<file path="src/rtl/pc_unit.sv">
// Program-counter unit: sequential fetch, jump/branch redirect with a one-cycle
// bubble after boot and after every accepted redirect, saturating redirect counter.
module pc_unit #(
  parameter logic [31:0] RESET_VECTOR = 32'h0000_0000
) (
  input  logic        clk,
  input  logic        rst_n,
  input  logic        stall,
  input  logic        jump,
  input  logic [31:0] jump_addr,
  input  logic        branch,
  input  logic [31:0] branch_offset,
  output logic [31:0] pc,
  output logic [31:0] pc_plus4,
  output logic [3:0]  pc_upper,
  output logic        fetch_valid,
  output logic [15:0] redirect_count
);

  typedef enum logic [1:0] {BOOT, RUN, FLUSH} state_e;

  state_e      state_q, state_d;
  logic [31:0] pc_q, pc_d;
  logic [15:0] cnt_q, cnt_d;
  logic [31:0] branch_tgt;
  logic        redirect;
  logic        unused_bits;

  // Word offset scaled to bytes; the top two offset bits fall off the 32-bit sum.
  assign branch_tgt  = pc_plus4 + {branch_offset[29:0], 2'b00};
  assign redirect    = (state_q == RUN) && !stall && (jump || branch);
  assign unused_bits = ^{jump_addr[1:0], branch_offset[31:30]};

  always_ff @(posedge clk or negedge rst_n) begin
    if (!rst_n) begin
      state_q <= BOOT;
      pc_q    <= RESET_VECTOR;
      cnt_q   <= 16'h0000;
    end else begin
      state_q <= state_d;
      pc_q    <= pc_d;
      cnt_q   <= cnt_d;
    end
  end

  always_comb begin
    state_d = state_q;
    if (!stall) begin
      case (state_q)
        BOOT:    state_d = RUN;
        RUN:     state_d = (jump || branch) ? FLUSH : RUN;
        FLUSH:   state_d = RUN;
        default: state_d = BOOT;
      endcase
    end
  end

  always_comb begin
    pc_d  = pc_q;
    cnt_d = cnt_q;
    if (redirect) begin
      pc_d = jump ? {jump_addr[31:2], 2'b00} : branch_tgt;
      if (cnt_q != 16'hFFFF) cnt_d = cnt_q + 16'd1;
    end else if ((state_q == RUN) && !stall) begin
      pc_d = pc_plus4;
    end
  end

  always_comb begin
    pc             = pc_q;
    pc_plus4       = pc_q + 32'd4;
    pc_upper       = pc_plus4[31:28];
    fetch_valid    = (state_q == RUN);
    redirect_count = cnt_q;
  end

endmodule
</file>
<file path="config.mk">
export PLATFORM = sky130hd
export DESIGN_NAME = pc_unit
export DESIGN_NICKNAME = d
export VERILOG_FILES = /design/src/rtl/pc_unit.sv
export SDC_FILE = /design/constraint.sdc
export NUM_CORES = 1
export LEC_CHECK = 0
export BUFFER_PORTS_ARGS = -buffer_cell sky130_fd_sc_hd__buf_2
export CORE_ASPECT_RATIO = 0.75
export CORE_MARGIN = 2
export CORE_UTILIZATION = 47
export DETAILED_ROUTE_END_ITERATION = 8
export PLACE_DENSITY_LB_ADDON = 0.08
export REMOVE_ABC_BUFFERS = 1
export SLEW_MARGIN = 5
export SYNTH_ARGS = -nofsm -noshare
export SYNTH_HDL_FRONTEND = slang
export SYNTH_SLANG_ARGS = --single-unit
</file>
<file path="constraint.sdc">
create_clock -name clk -period 3.1 [get_ports clk]
set_input_delay 0.465 -clock clk [delete_from_list [all_inputs] [get_ports clk]]
set_output_delay 0.465 -clock clk [all_outputs]
set_load 0.02 [all_outputs]
</file>
==> results of run 1 <==
==> layout make-up <==
class,instances,area (µm²),share of cell area [%]
clock buffer,5,125,1.51
clock inverter,3,47.5,0.573
inverter,14,52.6,0.634
multi-input combinational,504,4420,53.3
sequential,48,1200,14.5
tap,132,165,1.99
timing repair buffer,339,2280,27.6
==> critical path, stage by stage, from the launching register on <==
cell and delay [ns]:
dfrtp_1 0.42, and2_1 0.28, nand3_4 0.13, or2_4 0.31, buf_6 0.13, nor3_4 0.21
buf_4 0.14, buf_6 0.08, buf_6 0.11, nand3_4 0.10, xnor2_4 0.21, ha_4 0.24
a21oi_1 0.18, nor2_1 0.08, a311oi_1 0.36, o211ai_2 0.17, nor4_2 0.21, a311oi_1 0.09
==> where the power goes <==
| part | switching, µW | internal (µW) |
|---|---|---|
| Clock | 276 | 385 |
| Sequential | 278 | 860 |
| Combinational | 3770 | 3380 |
==> synth_stat cells (4+ instances only) <==
master	count
nand2_1	69
dfrtp_1	48
or3_1	5
nor2_1	50
a21oi_1	51
o21ai_1	6
buf_2	4
ha_1	37
inv_1	13
and4_1	7
xor2_1	20
mux2i_1	9
nand4_1	12
a211oi_1	9
nand3_1	21
a31oi_1	5
a221oi_1	8
xnor2_1	43
o21ai_0	30
clkbuf_1	17
nor3_1	9
and2_1	6
nor2b_1	7
buf_4	8
o22ai_1	9
and3_1	9
a21o_1	12
nand2b_1	8
==> state kept, by name (all words and copies together) (netlist names) <==
register and flops:
state_q 2, redirect_count 16, pc 30
==> per-stage QoR <==
stage	area [µm²]	setup TNS [ns]	total power [µW]	hold slack (ns)
CTS	7490	-1.61	7710	0.393
global placement	6720	-3.69	6300	0.474
detailed placement	6720	-4.85	6430	0.489
global route	8290	-5.96	9400	0.407
finish	8290	-4.08	8940	0.377
floorplan	4650	-9.09	4110	0.169
==> path summary, 6_finish.rpt <==
kind                                                     start                              to  slack, ns
worst min register to register  redirect_count[15]$_DFFE_PN0P_  redirect_count[15]$_DFFE_PN0P_       0.50
worst max-delay path                         pc[7]$_DFFE_PN0N_              pc[31]$_DFFE_PN0N_      -0.47
max in group asynchronous                                rst_n  redirect_count[11]$_DFFE_PN0P_       1.97
worst min-delay path                                     rst_n              pc[27]$_DFFE_PN0N_       0.38
min in group clk                                 jump_addr[26]              pc[26]$_DFFE_PN0N_       0.40
worst max register to register               pc[7]$_DFFE_PN0N_              pc[31]$_DFFE_PN0N_      -0.47
==> what timing repair did <==
action | 4_1_cts | 5_1_grt
resized for setup | 93 | 111
buffers inserted | 20 | 24
endpoints found under the hold margin | 0 | 0
hold buffers | 0 | 0
setup endpoints to repair | 20 | 22
gates cloned | 0 | 0
pin swaps | 50 | 77
==> cell families (layout without fill, tap and decap cells) <==
| family | count (synthesis) | count (layout) |
|---|---|---|
| AOI/OAI and AO/OA | 168 | 168 |
| xor gates and xnor gates | 64 | 64 |
| adders and majority gates | 38 | 38 |
| buffers and inverters | 46 | 361 |
| DFF | 48 | 48 |
| muxes | 10 | 10 |
| other | 1 | 4 |
| and+or+nand+nor | 220 | 220 |
==> layer usage <==
layer,global-route usage [%],vias up
met3,5.65,73
met1,43.3,3002
met4,8.82,0
li1,-,2798
met2,52.8,370
met5,0,-
==> impl_metrics.ini, run 1 <==
[floorplan]
core_area_um2 = 9810
num_rows = 31
die_h_um = 91.6
initial_core_util_pct = 49.0
io_pins = 154
die_x_um = 121
die-area_um2 = 11100

[sta]
fmax_ghz = 0.280
rsz0062_at_grt = yes
finalMaxSlewViolations = 0
setup_viol = 19
slew_headroom_pct = 21.3
post-route-period-util_pct = 115
hold_violations = 0
period_needed_ns = 3.57
worstMarginPinSlew_ns = 1.18
setup_slack_ns = -0.470
finalClockSkew_ns = 0.0141

[synthesis]
synth_top_family_by_area = compound AO/OA/AOI/OAI gates
ys_warn_count = 0
avgSynthCellArea_um2 = 8.07
ys.flop_type = dfrtp_1
synth_compound_area_share_pct = 23.3
yosys.cell_types.count = 70
yosysTopAreaCell = dfrtp_1
synth-simple-area-share_pct = 22.9
synth.top_cell.area_share_pct = 25.0
synth_xor_area_share_pct = 12.1
async_flop_share_pct = 100
synth_fa_ha_area_share_pct = 10.1
syn_inst = 595
synth_edf_count = 0
ys_ff_latch = 48
ys_top_cells_by_area = dfrtp_1 (25%), ha_1 (9.6%), xnor2_1 (7.8%), nand2_1 (5.4%), a21oi_1 (5.3%)
syn-cell-area_um2 = 4800
synth.yosys.seq_area_share_pct = 25.0
muxShareOfSynthArea_pct = 2.11

[power_and_ir_drop]
ir_drop_mv = 0.850
total_leakage_power_uw = 0.00389
power_density_nw_per_um2 = 1080

[setup_path]
worstSetupStartpointType = flip-flop
critical_path.max_fanout = 4
crit_arrival_ns = 3.75
cp-end-kind = flip-flop
r2r_cells = 17
crit_type = flip-flop to flip-flop
critPathRequiredTime_ns = 3.28

[clock_tree]
cts_tree = built
cts.sinks = 48
cts_max_level = 2
clk_pin_slew_worst_paths_ns = 0.08
root_buffer = clkbuf_16
clk_latency_ns = 0.30
cts_max_path_buffers = 2
numCtsBuffers = 5

[finish]
final_cell_mix = buf_4 (174), buf_2 (142), nand2_1 (61)
diodes = 0
fin_util_pct = 84.5
stdcell_count = 1045
fillers = 571
final_nets = 1019
area_growth_pct = 72.6
layout-drive-gt1-share_pct = 54.0
final_common_cell = buf_4

[grt]
grt_pass1_wl_um = 28200
grt_pass1_vias = 5630
antenna_found_initial = 0
grt.total_usage_pct = 32.1
gr-total-overflow = 0
grt_max_degree = 49

[drt]
antenna_left = 0
wl_met1_um = 8310
firstDrtPassIters = 5
wirelength_um = 20500
top_layer_used = met4
met2_wirelength_um = 9870
route.met3.wl_um = 1720
vias = 6243
wl_per_cell_um = 19.7
route.detailed.drc = 0
drtIter0Drc = 515
avgViaCountPerCell = 5.97

[job]
maxCapViolCount = 0

[outcome]
violations = setup timing
status = finished, violations left

[place]
hpwl_um = 13100
portBuffers = 145
preCtsSetupSlack_ns = -0.517
routabilityCongestion = 0.967
dp_cells = 997

[worst_hold_path]
min_path_type = input pin to async pin
Note: power is estimated with default switching activity, not from simulation.
==> run 2, diff against run 1 <==
--- a/config.mk
+++ b/config.mk
@@ -8,8 +8,9 @@
 export BUFFER_PORTS_ARGS = -buffer_cell sky130_fd_sc_hd__buf_2
 export CORE_ASPECT_RATIO = 0.75
 export CORE_MARGIN = 2
-export CORE_UTILIZATION = 47
+export CORE_UTILIZATION = 40
 export DETAILED_ROUTE_END_ITERATION = 8
+export GPL_ROUTABILITY_DRIVEN = 0
 export PLACE_DENSITY_LB_ADDON = 0.08
 export REMOVE_ABC_BUFFERS = 1
 export SLEW_MARGIN = 5
==> run 2 against run 1 <==
Net effect: critical path type unchanged; global-route usage is 4.8 points lower; cell count is 1.8% higher; die area increased by 17%; the run still ends with setup timing left; first-iteration DRC count is 24% lower; worst hold slack got worse by 0.14 ns.
==> impl_metrics.ini, run 2 (synthesized netlist as in run 1, its figures left out) <==
[outcome]
status = finished, violations left
violations = setup timing

[clock_tree]
cts.sinks = 48
numCtsBuffers = 5
clk_pin_slew_worst_paths_ns = 0.07
clk_latency_ns = 0.30
cts_max_path_buffers = 2
cts_max_level = 2
cts_tree = built
root_buffer = clkbuf_16

[floorplan]
num_rows = 34
die_x_um = 131
io_pins = 154
die_h_um = 98.9
initial_core_util_pct = 41.2
die-area_um2 = 12900
core_area_um2 = 11700

[grt]
use_met1_pct = 37.0
met3_usage_pct = 4.83
antenna_found_initial = 1
grt-busiest-layer = met2
gr-total-overflow = 0
grt_pass1_vias = 5675
grt_util_met2_pct = 44.5
grt.total_usage_pct = 27.3
grt_max_degree = 33
grt_pass1_wl_um = 27700

[sta]
post-route-period-util_pct = 109
setup_slack_ns = -0.288
period_needed_ns = 3.39
rsz0062_at_grt = yes
setup_viol = 11
fmax_ghz = 0.295
finalClockSkew_ns = 0.00734
worstMarginPinSlew_ns = 0.790
fin_hold_ws_ns = 0.242
finalMaxSlewViolations = 0
hold_violations = 0
slew_headroom_pct = 47.4

[finish]
area_growth_pct = 65.2
multiInputGateArea_um2 = 4150
fin_util_pct = 68.1
final_nets = 1008
diodes = 0
seq_area_um2 = 1200
largest_reg_flops = 30
final_cell_mix = buf_4 (170), buf_2 (145), nand2_1 (63)
fillers = 946
layout-drive-gt1-share_pct = 51.6
final_common_cell = buf_4

[drt]
firstDrtPassIters = 5
wl_per_cell_um = 17.4
drtIter0Drc = 392
antenna_left = 0
avgViaCountPerCell = 5.45
route.detailed.drc = 0
vias = 5794
wirelength_um = 18500

[setup_path]
crit_type = flip-flop to flip-flop
critPathRequiredTime_ns = 3.29
cp-end-kind = flip-flop
worstSetupStartpointType = flip-flop
timing.rr.start = pc[3]$_DFFE_PN0N_
crit_arrival_ns = 3.58
critical_path.max_fanout = 3
crit_start = pc[3]$_DFFE_PN0N_

[place]
portBuffers = 145
hpwl_um = 13500

[worst_hold_path]
min_path_type = input pin to async pin

[power_and_ir_drop]
power_density_nw_per_um2 = 1060
total_leakage_power_uw = 0.00378
ir_drop_mv = 0.686

[job]
maxCapViolCount = 0
-- run 2: changes by cell type in the layout (fill, tap and decap cells not counted), sizes merged --
cell and change:
inv +1, clkinv -2, buf -11, clkinvlp +1
-- run 2: report_power, final --
| part | total (µW) | internal (µW) | switching, µW | leakage, µW |
|---|---|---|---|---|
| Sequential | 1110 | 860 | 252 | 0.000587 |
| Clock | 657 | 384 | 273 | 0.0000804 |
| Combinational | 6650 | 3170 | 3480 | 0.00311 |
-- run 2: routing by layer --
layer / vias up / routed length, µm
li1: 2765 / -
met1: 2781 / 8080
met2: 222 / 8810
met3: 26 / 1380
met4: 0 / 259
met5: - / 0
-- run 2: worst max-delay path: stages (launching register included) --
cell,delay [ns]
dfrtp_1,0.42
ha_4,0.17
buf_6,0.12
nand3_4,0.10
xnor2_4,0.16
ha_4,0.29
buf_6,0.09
nand3_1,0.05
and2_4,0.18
a2111oi_4,0.34
buf_4,0.21
o31ai_2,0.08
a211o_1,0.33
a211o_1,0.30
o211ai_2,0.10
nor4_2,0.06
a311oi_1,0.27
-- run 2: layout make-up --
type	instances	area share (%)
clock buffer	5	1.58
clock inverter	3	0.583
inverter	14	0.662
multi-input combinational	504	52.2
sequential	48	15.1
tap	162	2.55
timing repair buffer	328	27.3
-- run 2: per-stage QoR --
step / total power, µW / instances / worst slack, ns / area [µm²] / TNS [ns]
6_report: 8420 / 1064 / -0.288 / 7940 / -1.60
5_1_grt: 8970 / 1064 / -0.427 / 7940 / -3.75
4_1_cts: 7800 / 1056 / -0.263 / 7490 / -1.50
3_5_place_dp: 6440 / 1024 / -0.619 / 6730 / -5.31
3_3_place_gp: 6340 / 1024 / -0.450 / 6730 / -4.16
2_1_floorplan: 4110 / 566 / -0.799 / 4650 / -9.09
-- run 2: timing repair --
item                                    in CTS  in global routing
resized for setup                           86                 67
buffers inserted                            24                  9
endpoints found under the setup margin      22                 18
hold buffers                                 0                  0
pin swaps                                   60                 42
-- run 2: worst paths after layout --
| kind | endpoint | slack [ns] | depth (start not counted) |
|---|---|---|---|
| worst max register to register | pc[31]$_DFFE_PN0N_ | -0.29 | 16 |
| min in group clk | pc[25]$_DFFE_PN0N_ | 0.41 | 3 |
| max in group asynchronous | pc[8]$_DFFE_PN0N_ | 2.10 | 2 |
| worst min-delay path | pc[25]$_DFFE_PN0N_ | 0.24 | 1 |
| worst max-delay path | pc[31]$_DFFE_PN0N_ | -0.29 | 16 |
| worst min register to register | redirect_count[14]$_DFFE_PN0P_ | 0.50 | 1 |
